`config.mk`:
```
export PLATFORM = sky130hd
export DESIGN_NAME = image_mem_arbiter
export DESIGN_NICKNAME = d
export VERILOG_FILES = /design/src/rtl/img_pkg.sv /design/src/rtl/img_rsp_pipe.sv /design/src/rtl/image_mem_arbiter.sv
export SDC_FILE = /design/constraint.sdc
export NUM_CORES = 1
export LEC_CHECK = 0
export CORE_MARGIN = 10
export CORE_UTILIZATION = 34
export DETAILED_ROUTE_END_ITERATION = 8
export PLACE_DENSITY = 0.76
export SYNTH_ARGS = -nofsm -noshare
export SYNTH_HDL_FRONTEND = slang
export SYNTH_SLANG_ARGS = --single-unit
```
`constraint.sdc`:
```
create_clock -name clk -period 2.6 [get_ports clk]
set_clock_uncertainty 0.15 [all_clocks]
set_input_delay 0.39 -clock clk [delete_from_list [all_inputs] [get_ports clk]]
set_output_delay 0.39 -clock clk [all_outputs]
set_load 0.005 [all_outputs]
```
`src/rtl/img_pkg.sv`:
```
// Shared types and defaults for the image memory arbiter and its response pipeline.
package img_pkg;

  localparam int IMG_WIDTH  = 320;
  localparam int IMG_HEIGHT = 240;

  typedef logic [23:0] pix_t;
  typedef logic [16:0] addr_t;

  typedef enum logic [1:0] {
    IDLE,
    OWN_0,
    OWN_1
  } arb_state_e;

  // Unsigned 17-bit bound check against the frame size.
  function automatic logic addr_oob(input addr_t addr, input addr_t pix_count);
    return addr >= pix_count;
  endfunction

endpackage

```
`src/rtl/img_rsp_pipe.sv`:
```
// Two-stage response pipeline: tags a granted read, then pairs it with memory data
// one cycle later. Out-of-bounds reads return zero instead of memory data.
module img_rsp_pipe
  import img_pkg::*;
(
  input  logic clk,
  input  logic rst_n,
  input  logic gnt_v,
  input  logic gnt_id,
  input  logic gnt_oob,
  input  pix_t mem_data,
  output logic rsp_valid_0,
  output logic rsp_valid_1,
  output pix_t rsp_data,
  output logic rsp_oob
);

  logic tag_v_q, tag_v_d;
  logic tag_id_q, tag_id_d;
  logic tag_oob_q, tag_oob_d;
  logic rsp_valid_0_q, rsp_valid_0_d;
  logic rsp_valid_1_q, rsp_valid_1_d;
  pix_t rsp_data_q, rsp_data_d;
  logic rsp_oob_q, rsp_oob_d;

  always_comb begin
    tag_v_d       = gnt_v;
    tag_id_d      = gnt_id;
    tag_oob_d     = gnt_v & gnt_oob;
    rsp_valid_0_d = tag_v_q & ~tag_id_q;
    rsp_valid_1_d = tag_v_q & tag_id_q;
    rsp_oob_d     = tag_oob_q;
    // mem_data only ever reaches a register, never an output directly.
    rsp_data_d    = tag_oob_q ? '0 : mem_data;
  end

  always_ff @(posedge clk or negedge rst_n) begin
    if (!rst_n) begin
      tag_v_q       <= 1'b0;
      tag_id_q      <= 1'b0;
      tag_oob_q     <= 1'b0;
      rsp_valid_0_q <= 1'b0;
      rsp_valid_1_q <= 1'b0;
      rsp_data_q    <= '0;
      rsp_oob_q     <= 1'b0;
    end else begin
      tag_v_q       <= tag_v_d;
      tag_id_q      <= tag_id_d;
      tag_oob_q     <= tag_oob_d;
      rsp_valid_0_q <= rsp_valid_0_d;
      rsp_valid_1_q <= rsp_valid_1_d;
      rsp_data_q    <= rsp_data_d;
      rsp_oob_q     <= rsp_oob_d;
    end
  end

  assign rsp_valid_0 = rsp_valid_0_q;
  assign rsp_valid_1 = rsp_valid_1_q;
  assign rsp_data    = rsp_data_q;
  assign rsp_oob     = rsp_oob_q;

endmodule

```
`src/rtl/image_mem_arbiter.sv`:
```
// Two-requester burst-limited arbiter for the image memory read port.
// Optional IMG_ARB_STATS_EN adds grant and conflict counters.
module image_mem_arbiter
  import img_pkg::*;
#(
  parameter int WIDTH     = IMG_WIDTH,
  parameter int HEIGHT    = IMG_HEIGHT,
  parameter int BURST_LEN = 8
) (
  input  logic        clk,
  input  logic        rst_n,
  input  logic        req_0,
  input  logic        req_1,
  input  logic [16:0] addr_0,
  input  logic [16:0] addr_1,
  output logic        gnt_0,
  output logic        gnt_1,
  output logic [16:0] mem_addr,
  input  logic [23:0] mem_data,
  output logic        rsp_valid_0,
  output logic        rsp_valid_1,
  output logic [23:0] rsp_data,
  output logic        rsp_oob
`ifdef IMG_ARB_STATS_EN
  ,
  output logic [31:0] stat_gnt_0,
  output logic [31:0] stat_gnt_1,
  output logic [31:0] stat_conflict
`endif
);

  localparam addr_t      PIX_COUNT = addr_t'(WIDTH * HEIGHT);
  localparam logic [7:0] BURST_MAX = 8'(BURST_LEN);

  arb_state_e state_q, state_d;
  logic [7:0] beats_q, beats_d;
  logic       own_is_1;
  logic       own_req;
  logic       oth_req;

  always_comb begin
    state_d  = state_q;
    beats_d  = beats_q;
    gnt_0    = 1'b0;
    gnt_1    = 1'b0;
    own_is_1 = (state_q == OWN_1);
    own_req  = own_is_1 ? req_1 : req_0;
    oth_req  = own_is_1 ? req_0 : req_1;
    case (state_q)
      IDLE: begin
        if (req_0) begin
          gnt_0   = 1'b1;
          state_d = OWN_0;
          beats_d = 8'd1;
        end else if (req_1) begin
          gnt_1   = 1'b1;
          state_d = OWN_1;
          beats_d = 8'd1;
        end else begin
          beats_d = 8'd0;
        end
      end
      OWN_0, OWN_1: begin
        // Owner keeps streaming until its burst is spent, unless nobody else wants the port.
        if (own_req && (beats_q < BURST_MAX || !oth_req)) begin
          gnt_0   = ~own_is_1;
          gnt_1   = own_is_1;
          beats_d = (beats_q < BURST_MAX) ? beats_q + 8'd1 : beats_q;
        end else if (oth_req) begin
          gnt_0   = own_is_1;
          gnt_1   = ~own_is_1;
          state_d = own_is_1 ? OWN_0 : OWN_1;
          beats_d = 8'd1;
        end else begin
          state_d = IDLE;
          beats_d = 8'd0;
        end
      end
      default: begin
        state_d = IDLE;
        beats_d = 8'd0;
      end
    endcase
  end

  always_ff @(posedge clk or negedge rst_n) begin
    if (!rst_n) begin
      state_q <= IDLE;
      beats_q <= 8'd0;
    end else begin
      state_q <= state_d;
      beats_q <= beats_d;
    end
  end

  always_comb begin
    mem_addr = '0;
    if (gnt_0) mem_addr = addr_0;
    else if (gnt_1) mem_addr = addr_1;
  end

  img_rsp_pipe u_rsp_pipe (
    .clk         (clk),
    .rst_n       (rst_n),
    .gnt_v       (gnt_0 | gnt_1),
    .gnt_id      (gnt_1),
    .gnt_oob     (addr_oob(mem_addr, PIX_COUNT)),
    .mem_data    (mem_data),
    .rsp_valid_0 (rsp_valid_0),
    .rsp_valid_1 (rsp_valid_1),
    .rsp_data    (rsp_data),
    .rsp_oob     (rsp_oob)
  );

`ifdef IMG_ARB_STATS_EN
  logic [31:0] stat_gnt_0_q, stat_gnt_0_d;
  logic [31:0] stat_gnt_1_q, stat_gnt_1_d;
  logic [31:0] stat_conflict_q, stat_conflict_d;

  always_comb begin
    stat_gnt_0_d    = stat_gnt_0_q + {31'd0, gnt_0};
    stat_gnt_1_d    = stat_gnt_1_q + {31'd0, gnt_1};
    stat_conflict_d = stat_conflict_q + {31'd0, req_0 & req_1};
  end

  always_ff @(posedge clk or negedge rst_n) begin
    if (!rst_n) begin
      stat_gnt_0_q    <= '0;
      stat_gnt_1_q    <= '0;
      stat_conflict_q <= '0;
    end else begin
      stat_gnt_0_q    <= stat_gnt_0_d;
      stat_gnt_1_q    <= stat_gnt_1_d;
      stat_conflict_q <= stat_conflict_d;
    end
  end

  assign stat_gnt_0    = stat_gnt_0_q;
  assign stat_gnt_1    = stat_gnt_1_q;
  assign stat_conflict = stat_conflict_q;
`endif

endmodule
```
## Yosys cells after proc, flatten, opt, wreduce, memory -nomap -nowiden

Cells that the tools add are included.

- Register bits after elaboration: 40
- Output and inout bits: 46

- $add $sub $neg: 1
- Magnitude comparators: 2
- Equal/unequal tests: 5
- Muxes and demuxes: 26
- Bitwise gates (word level): 6
- Reductions and logical operators: 6

Operators with widths:

| kind | number |
|---|---|
| $mux W17 | 2 |
| $mux W24 | 1 |
| $ge A17 B17 Y1 const B | 1 |
| $mux W8 | 2 |
| $pmux W8 S2 | 1 |
| $mux W1 | 12 |
| $mux W2 | 5 |
| $add A8 B1 Y8 const B | 1 |
| $lt A8 B4 Y1 const B | 1 |
| $ne A3 B3 Y1 const B | 2 |
| $pmux W1 S2 | 2 |
| $pmux W2 S2 | 1 |
| $and A1 B1 Y1 | 3 |
| $eq A2 B1 Y1 const B | 1 |
| $eq A2 B2 Y1 const B | 1 |
| $logic_not A2 Y1 | 1 |
| $ne A2 B2 Y1 const B | 1 |
| $not A1 Y1 | 2 |
| $reduce_and A2 Y1 | 1 |
| $reduce_or A2 Y1 | 1 |
| $logic_and A1 B1 Y1 | 1 |
| $logic_not A1 Y1 | 1 |
| $logic_or A1 B1 Y1 | 1 |
| $or A1 B1 Y1 | 1 |

## Logic depth before layout (Yosys ltp)

Gate-level depths: netlist of the first run.

- Depth in word-level cells: 11
- Depth in mapped cells: 9
- Mapped depth without buffers: 8

## By module

From an unflattened synthesis of the first run, not the netlist that was laid out.

- Cell total of the unflattened synthesis: 173
- Area, all modules: 1920.6 um^2

Modules (own cells, without submodules):

| module | instances | cells an instance | area each (um^2) | sequential area each (um^2) |
|---|---|---|---|---|
| img_rsp_pipe | 1 | 59 | 982.2 | 750.7 |
| image_mem_arbiter | 1 | 114 | 938.4 | 250.2 |

## Least setup slack after synthesis of the first run

No wires, ideal clock.

- Kind: reg2out
- From: reg beats_q[6]
- To: out mem_addr[14]
- Arrival time: 2.154 ns
- Required time: 2.060 ns
- Slack: -0.094 ns
- Cell stages (with the launch flop): 8
- Cell sequence: dfrtp_1 or4_4 o2111a_1 or3_1 buf_6 and3_4 buf_6 a22o_1

- Longest elaborated chain between the ends: 7

Ends and longest elaborated chain:

| item | line | source |
|---|---|---|
| from (decl) | image_mem_arbiter.sv:36 | `logic [7:0] beats_q, beats_d;` |
| from (signal assigned) | image_mem_arbiter.sv:92 | `beats_q <= beats_d;` |
| $lt A8 B4 Y1 * | image_mem_arbiter.sv:65 | `if (own_req && (beats_q < BURST_MAX \|\| !oth_req)) begin` |
| $logic_or A1 B1 Y1 * | image_mem_arbiter.sv:65 |  |
| $logic_and A1 B1 Y1 * | image_mem_arbiter.sv:65 |  |
| $mux W1 | image_mem_arbiter.sv:65 |  |
| $pmux W1 S2 | image_mem_arbiter.sv:49 | `case (state_q)` |
| $mux W17 | image_mem_arbiter.sv:99 | `else if (gnt_1) mem_addr = addr_1;` |
| $mux W17 * | image_mem_arbiter.sv:98 | `if (gnt_0) mem_addr = addr_0;` |
| to (decl) | image_mem_arbiter.sv:18 | `output logic [16:0] mem_addr,` |

Every way passes the cells marked *; elsewhere a longest branch is shown, timed or not.

## Worst setup path after layout of the first run

- From: reg beats_q[6]
- To: out mem_addr[15]

The elaborated chain is that of the path after synthesis.

==> results.md, run 1 <==
* Outcome: finished, violations left
* Failing checks: negative setup slack
* Die Area at 8901 um2
* Port Buf Inserts at 107
* CP arrival at 2510 ps
* Leak at 1.536 nW
* Pwr Density at 851.7 nW/um2
* Final nets at 380
* Yosys warning total at 0
* Die X at 94.35 um
* Area delta synth->final at 83.16%
* Initial antenna violation count at 0
* Cell Area, Placed at 3177 um2
* Simple-Gate Fraction of Synth Area at 24.63%
* DRC at 0
* Crit start category: flop
* Synth Area in Compound Gates at 15.31%
* Yosys cell types at 45
* Yosys reg bits at 40
* Number of synthesized flops with an enable pin at 0
* Placer Congestion at 0.8014
* Hold buffers post-CTS at 0
* Worst reg2reg path endpoint: u_rsp_pipe.rsp_oob_d
* Share of layout cells above drive strength 1 at 27.62%
* Max-cap violations at 0
* Syn nets at 237
* Pins over their slew limit at 0
* Cell Rows at 27
* Vias per cell at 4.770
* Reg clk slew, reported paths at 80 ps
* Die H at 94.35 um
* Worst setup path endpoint: mem_addr[15]
* Drt pass-1 iters at 4
* Least-Margin Pin Slew at 872.9 ps
* RSZ-0062 raised after global routing: true
* Data required, critical path at 2060 ps
* Core Area at 5439 um2
* Mapped cell area at 1879 um2
* Starting Density at 34.55%
* Peak supply drop at 0.6652 mV
* First-pass GRT wire length at 9418 um
* Filler cells at 449
* I/O pins at 108
* Xor/xnor cell area share of the yosys netlist at 0%
* Cell count after synthesis at 171
* Adder-cell area share of the yosys netlist at 2.663%
* Critical path class: reg2out
* Post-synthesis mux area share at 0.5992%
* Synth Flop Type: dfrtp_1
* Dpl cells at 363
* Root Driver: clkbuf_8
* Worst reg2reg path depth at 10
* Clock Sinks at 40
* Total Routing Usage GR at 13.28%
* Tmin final at 3053 ps
* Wire per inst at 16.50 um
* # H-tree levels at 2
* Worst setup startpoint: beats_q[6]
* Seq/Total Area, Yosys at 53.26%
* Period utilization at 117.4%
* DRT iter0 DRCs at 63
* Non-Filler Instances at 387
* Reg2reg start: beats_q[6]
* Fin worst setup slack at -453.5 ps
* Post-Route Hold Slack at 61.39 ps
* Post-route cell area at 3442 um2
* Gr ovfl total at 0
* Clk buf depth at 2
* Worst-path fanout max at 6
* TritonCTS clock tree: done
* CTS Buf Count at 5
* Largest net degree at the start of global routing at 41
* FF/Latch Area at 1001 um2
* Fin. Hold Viols at 0
* Post-Syn Area per Cell at 10.99 um2
* Number of diodes at 0
* Path type of the worst min-delay path: in2async
* CP Capture Type: primary output
* Highest clock rate at 327.5 MHz
* Async SR Flop Fraction at 100.0%
* Skew-Pair Late Insertion Delay at 290 ps
* Vias in the first global route at 1798
* Post-DP HPWL at 4711 um
* Vias at 1846
* Routed Antenna Nets at 0
* FF-to-FF setup slack at -140 ps
* Final setup fails at 19
* Routed WL at 6386 um
* Main combinational cell family by area after synthesis: simple AND/OR/NAND/NOR gates
* Slew headroom at 41.80%
* Area of the multi-input gates at 915.9 um2
==> metrics by stage <==
step / worst slack (ps) / total power [W] / setup TNS [ps] / util (%)
3_5_place_dp: -470.5 / 0.002301 / -8112 / 58.41
6_report: -453.5 / 0.002931 / -7474 / 63.29
3_3_place_gp: -416.4 / 0.002265 / -7085 / 58.41
4_1_cts: -447.8 / 0.002887 / -7255 / 62.30
2_1_floorplan: -53.18 / 0.001491 / -551.5 / -
5_1_grt: -511.4 / 0.003122 / -8645 / 63.29
==> cell type report <==
type | instances | area share (%)
clock buffer | 6 | 2.399
sequential | 40 | 29.08
multi-input combinational | 119 | 26.61
timing repair buffer | 143 | 38.31
clock inverter | 2 | 0.4362
tap | 72 | 2.617
inverter | 5 | 0.5453
==> power by group <==
group / leakage (nW) / total [W] / internal, W / switching, W
sequential: 0.498 / 0.000837 / 0.000755 / 0.0000824
clock: 0.0434 / 0.000433 / 0.000215 / 0.000218
combinational: 0.994 / 0.00166 / 0.000982 / 0.000680
total: 1.54 / 0.00293 / 0.00195 / 0.000980
==> critical path, cell delays in order (launching register included) <==
cell	delay, ps
dfrtp_1	390
or4_4	570
o2111a_2	310
or3_4	430
and3_4	200
a22o_1	190
buf_2	130
==> synthesized netlist by cell type (all sizes together) (2+ instances only) <==
| cell | instances | area, um2 |
|---|---|---|
| nor4b | 2 | 17.52 |
| nand2b | 7 | 43.79 |
| nor4 | 2 | 27.53 |
| nor2b | 27 | 168.9 |
| clkbuf | 4 | 15.01 |
| ha | 4 | 50.05 |
| and3 | 4 | 31.28 |
| buf | 4 | 32.53 |
| o2111a | 3 | 33.78 |
| or4 | 2 | 18.77 |
| a21oi | 3 | 15.01 |
| inv | 5 | 18.77 |
| dfrtp | 40 | 1001 |
| or3 | 2 | 13.77 |
| nor2 | 8 | 30.03 |
| or2 | 3 | 18.77 |
| nand2 | 10 | 37.54 |
| a22o | 12 | 107.6 |
| o21ai | 10 | 50.05 |
| nor3b | 2 | 15.01 |
| a22oi | 2 | 15.01 |
==> kinds of logic (layout without fill, tap and decap cells) <==
group,after synthesis,count (layout)
and+or+nand+nor,75,76
DFF,40,40
AOI/OAI and AO/OA,38,38
buffers and inverters,13,156
adders and majority gates,4,4
muxes,1,1
==> how the worst min path moves through the flow <==
stage                        start                       to  cells past startpoint
2_1_floorplan                rst_n               beats_q[0]                      0
3_3_place_gp   u_rsp_pipe.tag_id_q   u_rsp_pipe.rsp_valid_0                      1
3_5_place_dp   u_rsp_pipe.tag_id_q   u_rsp_pipe.rsp_valid_0                      1
4_1_cts                      rst_n  u_rsp_pipe.rsp_data[19]                      1
5_1_grt                      rst_n  u_rsp_pipe.rsp_data[17]                      1
6_report                     rst_n  u_rsp_pipe.rsp_data[14]                      1
==> flip-flops by register name (all words and copies together), names as in the netlist <==
| signal | count |
|---|---|
| u_rsp_pipe.rsp_oob | 1 |
| u_rsp_pipe.rsp_valid_0 | 1 |
| u_rsp_pipe.rsp_valid_1 | 1 |
| u_rsp_pipe.tag_v_q | 1 |
| u_rsp_pipe.tag_id_q | 1 |
| beats_q | 8 |
| u_rsp_pipe.rsp_oob_d | 1 |
| state_q | 2 |
| u_rsp_pipe.rsp_data | 24 |
==> what timing repair did <==
item / in CTS / in global routing
cloned: 2 / 0
gates resized for setup: 99 / 8
pin swaps: 11 / 6
setup buffers: 10 / 4
endpoints found under the setup margin: 20 / 20
endpoints found under the hold margin: 0 / 0
==> cell usage in the layout (no fill, tap or decap), types with 2 or more instances in the layout <==
cell | netlist | layout
a21oi_1 | 3 | 3
a22o_1 | 10 | 10
a22o_2 | 2 | 2
a22oi_1 | 2 | 2
and3_1 | 2 | 2
and3_4 | 1 | 2
buf_2 | 2 | 16
buf_4 | 0 | 28
buf_6 | 2 | 10
clkbuf_8 | 0 | 6
clkdlybuf4s50_1 | 0 | 87
clkinvlp_4 | 0 | 2
dfrtp_1 | 40 | 40
ha_1 | 4 | 4
inv_1 | 5 | 5
nand2_1 | 10 | 9
nand2b_1 | 7 | 7
nor2_1 | 8 | 7
nor2b_1 | 27 | 27
o2111a_1 | 3 | 2
o21ai_0 | 8 | 4
o21ai_1 | 2 | 4
or3_4 | 0 | 2
==> routing by layer <==
metal | up-vias | share of wire (%) | GRT usage, %
met5 | - | 0 | 0
met4 | 0 | 1.6 | 3.544
met3 | 10 | 5.2 | 3.331
met2 | 52 | 54 | 23.23
met1 | 888 | 39 | 15.78
li1 | 896 | - | -
Note: power is estimated with default switching activity, not from simulation.
==> run 2: changes to the inputs <==
- CORE_UTILIZATION: 34 -> 35
- PLACE_DENSITY: 0.76 -> 0.77
- SLEW_MARGIN: not set -> 20
- SYNTH_HIERARCHICAL: not set -> 1
==> run 2 against run 1 <==
  * The flow still finishes with violations (negative setup slack)
  * Setup slack worse by 130 ps
  * First-iteration DRC count up 14%
  * Clock power up 14%
  * Count of clock-buffer cells in the layout down 1
  * Non-clock buffer count down 2
  * Final cell count down 0.52%
  * Synthesized area up 2.2%
  * Critical endpoint is now mem_addr[13]
  * Highest routed layer unchanged
==> results.md, run 2 <==
* Final nets at 380 (unchanged)
* Pwr Density at 817.4 nW/um2 (was 851.7 nW/um2)
* Area leader, netlist: dfrtp_1 (unchanged)
* Tmin final at 3186 ps (was 3053 ps)
* GRT busiest layer: met2 (unchanged)
* Most frequent cells after synthesis: dfrtp_1, nor2b_2, a22o_1 (was dfrtp_1, nor2b_1, a22o_1, nand2_1)
* Non-Filler Instances at 385 (was 387)
* Die H at 94.08 um (was 94.35 um)
* DRT iter0 DRCs at 72 (was 63)
* Least-Margin Pin Slew at 851.1 ps (was 872.9 ps)
* Cell Rows at 26 (was 27)
* Drt pass-1 iters at 4 (unchanged)
* Area delta synth->final at 79.48% (was 83.16%)
* Critical path class: reg2out (unchanged)
* Yosys cell types at 45 (unchanged)
* Routed WL at 5854 um (was 6386 um)
* Final setup fails at 20 (was 19)
* Top-count cell post-synth: dfrtp_1 (unchanged)
* Met2 Track Usage GR at 20.45% (was 23.23%)
* Slew headroom at 43.26% (was 41.80%)
* Failing checks: negative setup slack (unchanged)
* Pint at 0.001917 W (was 0.001952 W)
* Share of layout cells above drive strength 1 at 31.11% (was 27.62%)
* Area share of the largest cell type after synthesis at 52.12% (was 53.26%)
* Clk buf depth at 2 (unchanged)
* TritonCTS clock tree: done (unchanged)
* Total Routing Usage GR at 12.73% (was 13.28%)
* Die X at 94.08 um (was 94.35 um)
* Max-cap violations at 0 (unchanged)
* Sw power at 0.0009010 W (was 0.0009798 W)
* Synth Flop Type: dfrtp_1 (unchanged)
* Root Driver: clkbuf_8 (unchanged)
* Placer Congestion at 0.7879 (was 0.8014)
* Vias per cell at 4.906 (was 4.770)
* Syn nets at 239 (was 237)
* Largest net degree at the start of global routing at 41 (unchanged)
* Fin. Hold Viols at 0 (unchanged)
* Clock Sinks at 40 (unchanged)
* Simple-Gate Fraction of Synth Area at 27.36% (was 24.63%)
* Hold buffers post-CTS at 0 (unchanged)
* GR Util met3 at 6.315% (was 3.331%)
* Clock share of power at 17.5% (was 14.8%)
* CP arrival at 2650 ps (was 2510 ps)
* Final core occ at 66.23% (was 63.29%)
* Peak supply drop at 0.3275 mV (was 0.6652 mV)
* Initial antenna violation count at 0 (unchanged)
* Wire per inst at 15.21 um (was 16.50 um)
* Most common cell after layout, fill and taps aside: clkdlybuf4s50_1 (unchanged)
* RSZ-0062 raised after global routing: true (unchanged)
* Flop pwr share at 28.0% (was 28.6%)
* Skew-Pair Late Insertion Delay at 290 ps (about the same)
* Gr ovfl total at 0 (unchanged)
* Period utilization at 122.5% (was 117.4%)
* Die Area at 8850 um2 (was 8901 um2)
* Post-DP HPWL at 4571 um (was 4711 um)
* Sw Ratio at 31.98% (was 33.42%)
* Leak at 1.540 nW (was 1.536 nW)
* Pins over their slew limit at 0 (unchanged)
* Proportion of power drawn by combinational gates at 54.5% (was 56.7%)
* Mapped cell area at 1921 um2 (was 1879 um2)
* Filler cells at 437 (was 449)
* GR Util met1 at 14.60% (was 15.78%)
* Xor/xnor cell area share of the yosys netlist at 0% (unchanged)
* Outcome: finished, violations left (unchanged)
* Main combinational cell family by area after synthesis: simple AND/OR/NAND/NOR gates (unchanged)
* Dpl cells at 372 (was 363)
* Port Buf Inserts at 107 (unchanged)
* Top post-synthesis cells by area: dfrtp_1, nor2b_2, a22o_1, ha_1, nor2b_1 (was dfrtp_1, nor2b_1, a22o_1, ha_1, nand2b_1)
* Dpl ws at -742.2 ps (was -470.5 ps)
* Overall Power at 0.002818 W (was 0.002931 W)
* Adder-cell area share of the yosys netlist at 2.606% (was 2.663%)
* Core Area at 5205 um2 (was 5439 um2)
* Worst-path fanout max at 5 (was 6)
* Starting Density at 36.90% (was 34.55%)
* CTS Buf Count at 5 (unchanged)
* I/O pins at 108 (unchanged)
* Seq/Total Area, Yosys at 52.12% (was 53.26%)
* Yosys reg bits at 40 (unchanged)
* CP Capture Type: primary output (unchanged)
* Highest clock rate at 313.9 MHz (was 327.5 MHz)
* Async SR Flop Fraction at 100.0% (unchanged)
* Largest register FFs at 24 (unchanged)
* Yosys warning total at 6 (was 0)
* Vias in the first global route at 1959 (was 1798)
* Cell count after synthesis at 173 (was 171)
* Number of synthesized flops with an enable pin at 0 (unchanged)
* Reg clk slew, reported paths at 80 ps (about the same)
* Path type of the worst min-delay path: in2async (unchanged)
* Number of diodes at 0 (unchanged)
* DRC at 0 (unchanged)
* Most frequent cells in the layout: clkdlybuf4s50_1, dfrtp_1, buf_4 (unchanged)
* First-pass GRT wire length at 9170 um (was 9418 um)
* Post-synthesis mux area share at 1.694% (was 0.5992%)
* Crit start category: flop (unchanged)
* # H-tree levels at 2 (unchanged)
* Post-Syn Area per Cell at 11.10 um2 (was 10.99 um2)
* Synth Area in Compound Gates at 12.77% (was 15.31%)
* Routed Antenna Nets at 0 (unchanged)
* Fin worst setup slack at -586.2 ps (was -453.5 ps)
* Data required, critical path at 2060 ps (about the same)
* Vias at 1889 (was 1846)
run 2: cell count changes in the layout (fill, tap and decap cells not counted), sizes merged, moves of 2 or more:
cell	change
nand2b	-2
nor2b	-5
o2111a	-2
buf	-15
and2	+4
clkbuf	+12
and2b	+4
run 2: worst paths after layout:
path / from / to / slack (ps) / cells after the start
worst max-delay path: beats_q[5] / mem_addr[13] / -590 / 8
worst max register to register: beats_q[5] / u_rsp_pipe/rsp_oob_d / -390 / 9
worst min register to register: u_rsp_pipe/tag_id_q / u_rsp_pipe/rsp_valid_0 / 270 / 1
max in group asynchronous: rst_n / u_rsp_pipe/rsp_data[19] / 1710 / 1
min in group clk: u_rsp_pipe/tag_id_q / u_rsp_pipe/rsp_valid_0 / 270 / 1
worst min-delay path: rst_n / beats_q[2] / 50 / 1
run 2: timing repair:
item | in CTS | in global routing
gates resized for setup | 51 | 41
pin swaps | 2 | 6
setup buffers | 5 | 1
endpoints found under the hold margin | 0 | 0
cloned | 1 | 0
endpoints found under the setup margin | 21 | 23
run 2: kinds of logic (layout without fill, tap and decap cells):
logic type      Yosys count  after routing
fa+ha+maj                 4              4
buf+inv                  12            154
mux                       3              3
compound gates           34             34
simple gates             80             80
flops                    40             40
run 2: area by class of cell:
cell class	count	area [um2]	share of cell area, %
tap	70	87.58	2.541
multi-input combinational	121	943.4	27.37
timing repair buffer	141	1285	37.28
inverter	5	18.77	0.5445
clock buffer	5	68.82	1.996
clock inverter	3	42.54	1.234
sequential	40	1001	29.04
run 2: metrics by stage:
stage | instance area [um2] | hold slack, ps | TNS, ps
finish | 3447 | 54.21 | -10320
detailed placement | 3264 | 264.1 | -11830
floorplan | 1932 | -55.59 | -1069
global route | 3447 | 118.9 | -12170
global placement | 3264 | 253.2 | -11660
CTS | 3468 | 75.83 | -11260
run 2: critical path, stage by stage (launching register included):
cell     delay, ps
dfrtp_1        380
or4_4          550
buf_6          140
or3_4          390
a32oi_4        340
buf_6          140
nor4b_2         40
or2_4          250
buf_6          110
run 2: power groups by stage:
stage               clock, W  combinational (W)  sequential (W)
CTS                 0.000513            0.00154        0.000790
global route        0.000543            0.00168        0.000801
finish              0.000492            0.00154        0.000789
global placement           0            0.00142        0.000798
floorplan                  0           0.000640        0.000800
detailed placement         0            0.00144        0.000803
run 2: metal layers:
| layer | wire [um] | vias up |
|---|---|---|
| met3 | 726 | 7 |
| met2 | 2626 | 97 |
| li1 | - | 891 |
| met5 | 0 | - |
| met4 | 74 | 0 |
| met1 | 2428 | 894 |
==> run 3: changes to the inputs <==
- CORE_UTILIZATION: 35 -> 38
- PLACE_DENSITY: 0.77 -> 0.8
- clock period: 2.6 -> 3.11 ns (I/O delays scaled with it)
==> run 3 against run 2 <==
  * The run still ends with negative setup slack left
  * Count of clock-buffer cells in the layout is the same
  * Clock power shrank 16%
  * Die area shrank 6.2%
  * Design area grew 0.22%
  * Via count shrank 1.4%
  * Sequential power shrank 15%
  * First-iteration DRC count shrank 36%
  * Critical path depth shrank 2
==> results.md, run 3 (same netlist as run 2, synthesis figures left out) <==
* Largest net degree at the start of global routing at 41 (unchanged)
* Final nets at 383 (was 380)
* CP cell instances: or4_4, or4_4, and3_4, or4b_4, o21ai_2, buf_2 (was or4_4, buf_6, or3_4, a32oi_4, buf_6, nor4b_2, or2_4, buf_6)
* Slew headroom at 35.26% (was 43.26%)
* Outcome: finished, violations left (unchanged)
* Drt pass-1 iters at 4 (unchanged)
* Most used cell, CP: or4_4 (was buf_6)
* Clock Sinks at 40 (unchanged)
* Post-route setup TNS at -1208 ps (was -10320 ps)
* Vias per cell at 4.839 (was 4.906)
* Tmin final at 3237 ps
* Most common cell after layout, fill and taps aside: clkdlybuf4s50_1 (unchanged)
* I/O pins at 108 (unchanged)
* Area delta synth->final at 79.87% (was 79.48%)
* Reg2reg start: beats_q[4] (was beats_q[5])
* Proportion of power drawn by combinational gates at 54.1% (was 54.5%)
* Peak supply drop at 0.3312 mV (was 0.3275 mV)
* Root Driver: clkbuf_8 (unchanged)
* Pint at 0.001586 W (was 0.001917 W)
* Max-cap violations at 0 (unchanged)
* CP delay by family, top: simple AND/OR/NAND/NOR gates (unchanged)
* Pins over their slew limit at 0 (unchanged)
* Fin. Hold Viols at 0 (unchanged)
* Highest clock rate at 309.0 MHz
* FF-to-FF setup slack at 90 ps (was -390 ps)
* Initial antenna violation count at 0 (unchanged)
* Max stage delay on crit path at 560 ps (was 550 ps)
* Failing checks: negative setup slack (unchanged)
* Post-DP HPWL at 4781 um (was 4571 um)
* Gr ovfl total at 0 (unchanged)
* Total Routing Usage GR at 14.97% (was 12.73%)
* DRT iter0 DRCs at 46 (was 72)
* Die H at 91.09 um (was 94.08 um)
* FF/Latch Area at 1001 um2 (unchanged)
* CP bufs+invs at 1 (was 3)
* Overall Power at 0.002360 W (was 0.002818 W)
* Core Area at 4817 um2 (was 5205 um2)
* Path type of the worst min-delay path: in2async (unchanged)
* Cell Area, Placed at 3231 um2 (was 3264 um2)
* CP Depth at 6 (was 8)
* Clock share of power at 17.4% (was 17.5%)
* Leak at 1.570 nW (was 1.540 nW)
* TritonCTS clock tree: done (unchanged)
* Data required, critical path at 2490 ps (was 2060 ps)
* Flop pwr share at 28.5% (was 28.0%)
* Pwr Density at 683.3 nW/um2 (was 817.4 nW/um2)
* Routed Antenna Nets at 0 (unchanged)
* Clk buf depth at 2 (unchanged)
* Period utilization at 104.1%
* Final setup fails at 16 (was 20)
* CP arrival at 2620 ps (was 2650 ps)
* Die Area at 8297 um2 (was 8850 um2)
* Critical path class: reg2out (unchanged)
* Port Buf Inserts at 107 (unchanged)
* DRC at 0 (unchanged)
* Sw Ratio at 32.80% (was 31.98%)
* CP Capture Type: primary output (unchanged)
* Wire per inst at 16.42 um (was 15.21 um)
* Dpl cells at 366 (was 372)
* Number of diodes at 0 (unchanged)
* Vias in the first global route at 2003 (was 1959)
* First-pass GRT wire length at 10300 um (was 9170 um)
* Post-route cell area at 3455 um2 (was 3447 um2)
* Share of layout cells above drive strength 1 at 32.08% (was 31.11%)
* RSZ-0062 raised after global routing: true (unchanged)
* # H-tree levels at 2 (unchanged)
* Vias at 1863 (was 1889)
* Skew-Pair Late Insertion Delay at 290 ps (about the same)
* Area of the multi-input gates at 944.7 um2 (was 943.4 um2)
* Worst-path fanout max at 3 (was 5)
* Slowest stage cell, crit path: or4_4 (unchanged)
* Cell Rows at 25 (was 26)
* Crit start category: flop (unchanged)
* Starting Density at 39.87% (was 36.90%)
* Routed WL at 6323 um (was 5854 um)
* Placer Congestion at 0.8923 (was 0.7879)
* CTS Buf Count at 5 (unchanged)
* Largest register FFs at 24 (unchanged)
* Most frequent cells in the layout: clkdlybuf4s50_1, dfrtp_1, buf_4 (unchanged)
* Reg clk slew, reported paths at 80 ps (about the same)
* Fin worst setup slack at -126.5 ps (was -586.2 ps)
* Die X at 91.09 um (was 94.08 um)
* Filler cells at 372 (was 437)
* Non-Filler Instances at 385 (unchanged)
* Worst reg2reg path endpoint: u_rsp_pipe/rsp_oob_d (unchanged)
* Sw power at 0.0007743 W (was 0.0009010 W)
* Worst reg2reg path depth at 9 (unchanged)
* Least-Margin Pin Slew at 971.1 ps (was 851.1 ps)
[run 3: cell count changes in the layout (fill, tap and decap cells not counted), sizes merged]
cell           previous run  this run
clkdlybuf4s15             0         1
buf                      40        55
clkbuf                   19         6
[run 3: area by class of cell]
class                   instances  share of cell area (%)
inverters                       5                  0.5433
flip-flops and latches         40                   28.98
repair buffers                144                   37.49
clock inverters                 3                   1.231
clock buffers                   5                   1.992
well taps                      67                   2.427
multi-input cells             121                   27.35
[run 3: timing repair]
action	CTS	global route
setup endpoints to repair	19	20
pin swaps	7	7
buffers inserted	6	4
gates cloned	1	0
hold buffers	0	0
resized for setup	91	14
[run 3: power groups by stage]
| stage | clock network [W] | registers [W] | logic (W) |
|---|---|---|---|
| 6_report | 0.000411 | 0.000673 | 0.00128 |
| 5_1_grt | 0.000442 | 0.000689 | 0.00139 |
| 4_1_cts | 0.000420 | 0.000675 | 0.00123 |
| 3_5_place_dp | 0 | 0.000686 | 0.00117 |
| 3_3_place_gp | 0 | 0.000680 | 0.00115 |
| 2_1_floorplan | 0 | 0.000669 | 0.000519 |
[run 3: how the worst max path moves through the flow]
stage	startpoint	endpoint	slack, ps
2_1_floorplan	beats_q[6]	mem_addr[14]	260
3_3_place_gp	req_1	mem_addr[12]	-310
3_5_place_dp	req_1	mem_addr[12]	-320
4_1_cts	beats_q[4]	mem_addr[12]	-110
5_1_grt	beats_q[4]	mem_addr[6]	-200
6_report	beats_q[4]	mem_addr[12]	-130
[run 3: worst reg2reg max path, stage by stage (launching register included)]
cell,delay (ps)
dfrtp_1,390
or4_4,560
or4_4,440
buf_4,160
and4b_1,200
buf_12,160
or4_4,520
o2111a_1,130
o21ai_1,120
and2_1,130
[run 3: layer usage]
layer / share of wire, % / track usage (%) / routed length, um / vias up
met5: 0 / 0 / 0 / -
met4: 0.76 / 3.133 / 48 / 0
met3: 11 / 7.737 / 681 / 5
met2: 46 / 24.05 / 2926 / 95
met1: 42 / 17.49 / 2667 / 872
li1: - / - / - / 891
[run 3: per-stage QoR]
step / utilization [%] / setup WS (ps) / hold WS [ps]
global route: 71.71 / -201.5 / 202.6
CTS: 70.55 / -106.8 / 160.7
detailed placement: 67.06 / -320.7 / 262.1
floorplan: - / 261.1 / 20.91
global placement: 67.06 / -305.9 / 252.1
finish: 71.71 / -126.5 / 134.1
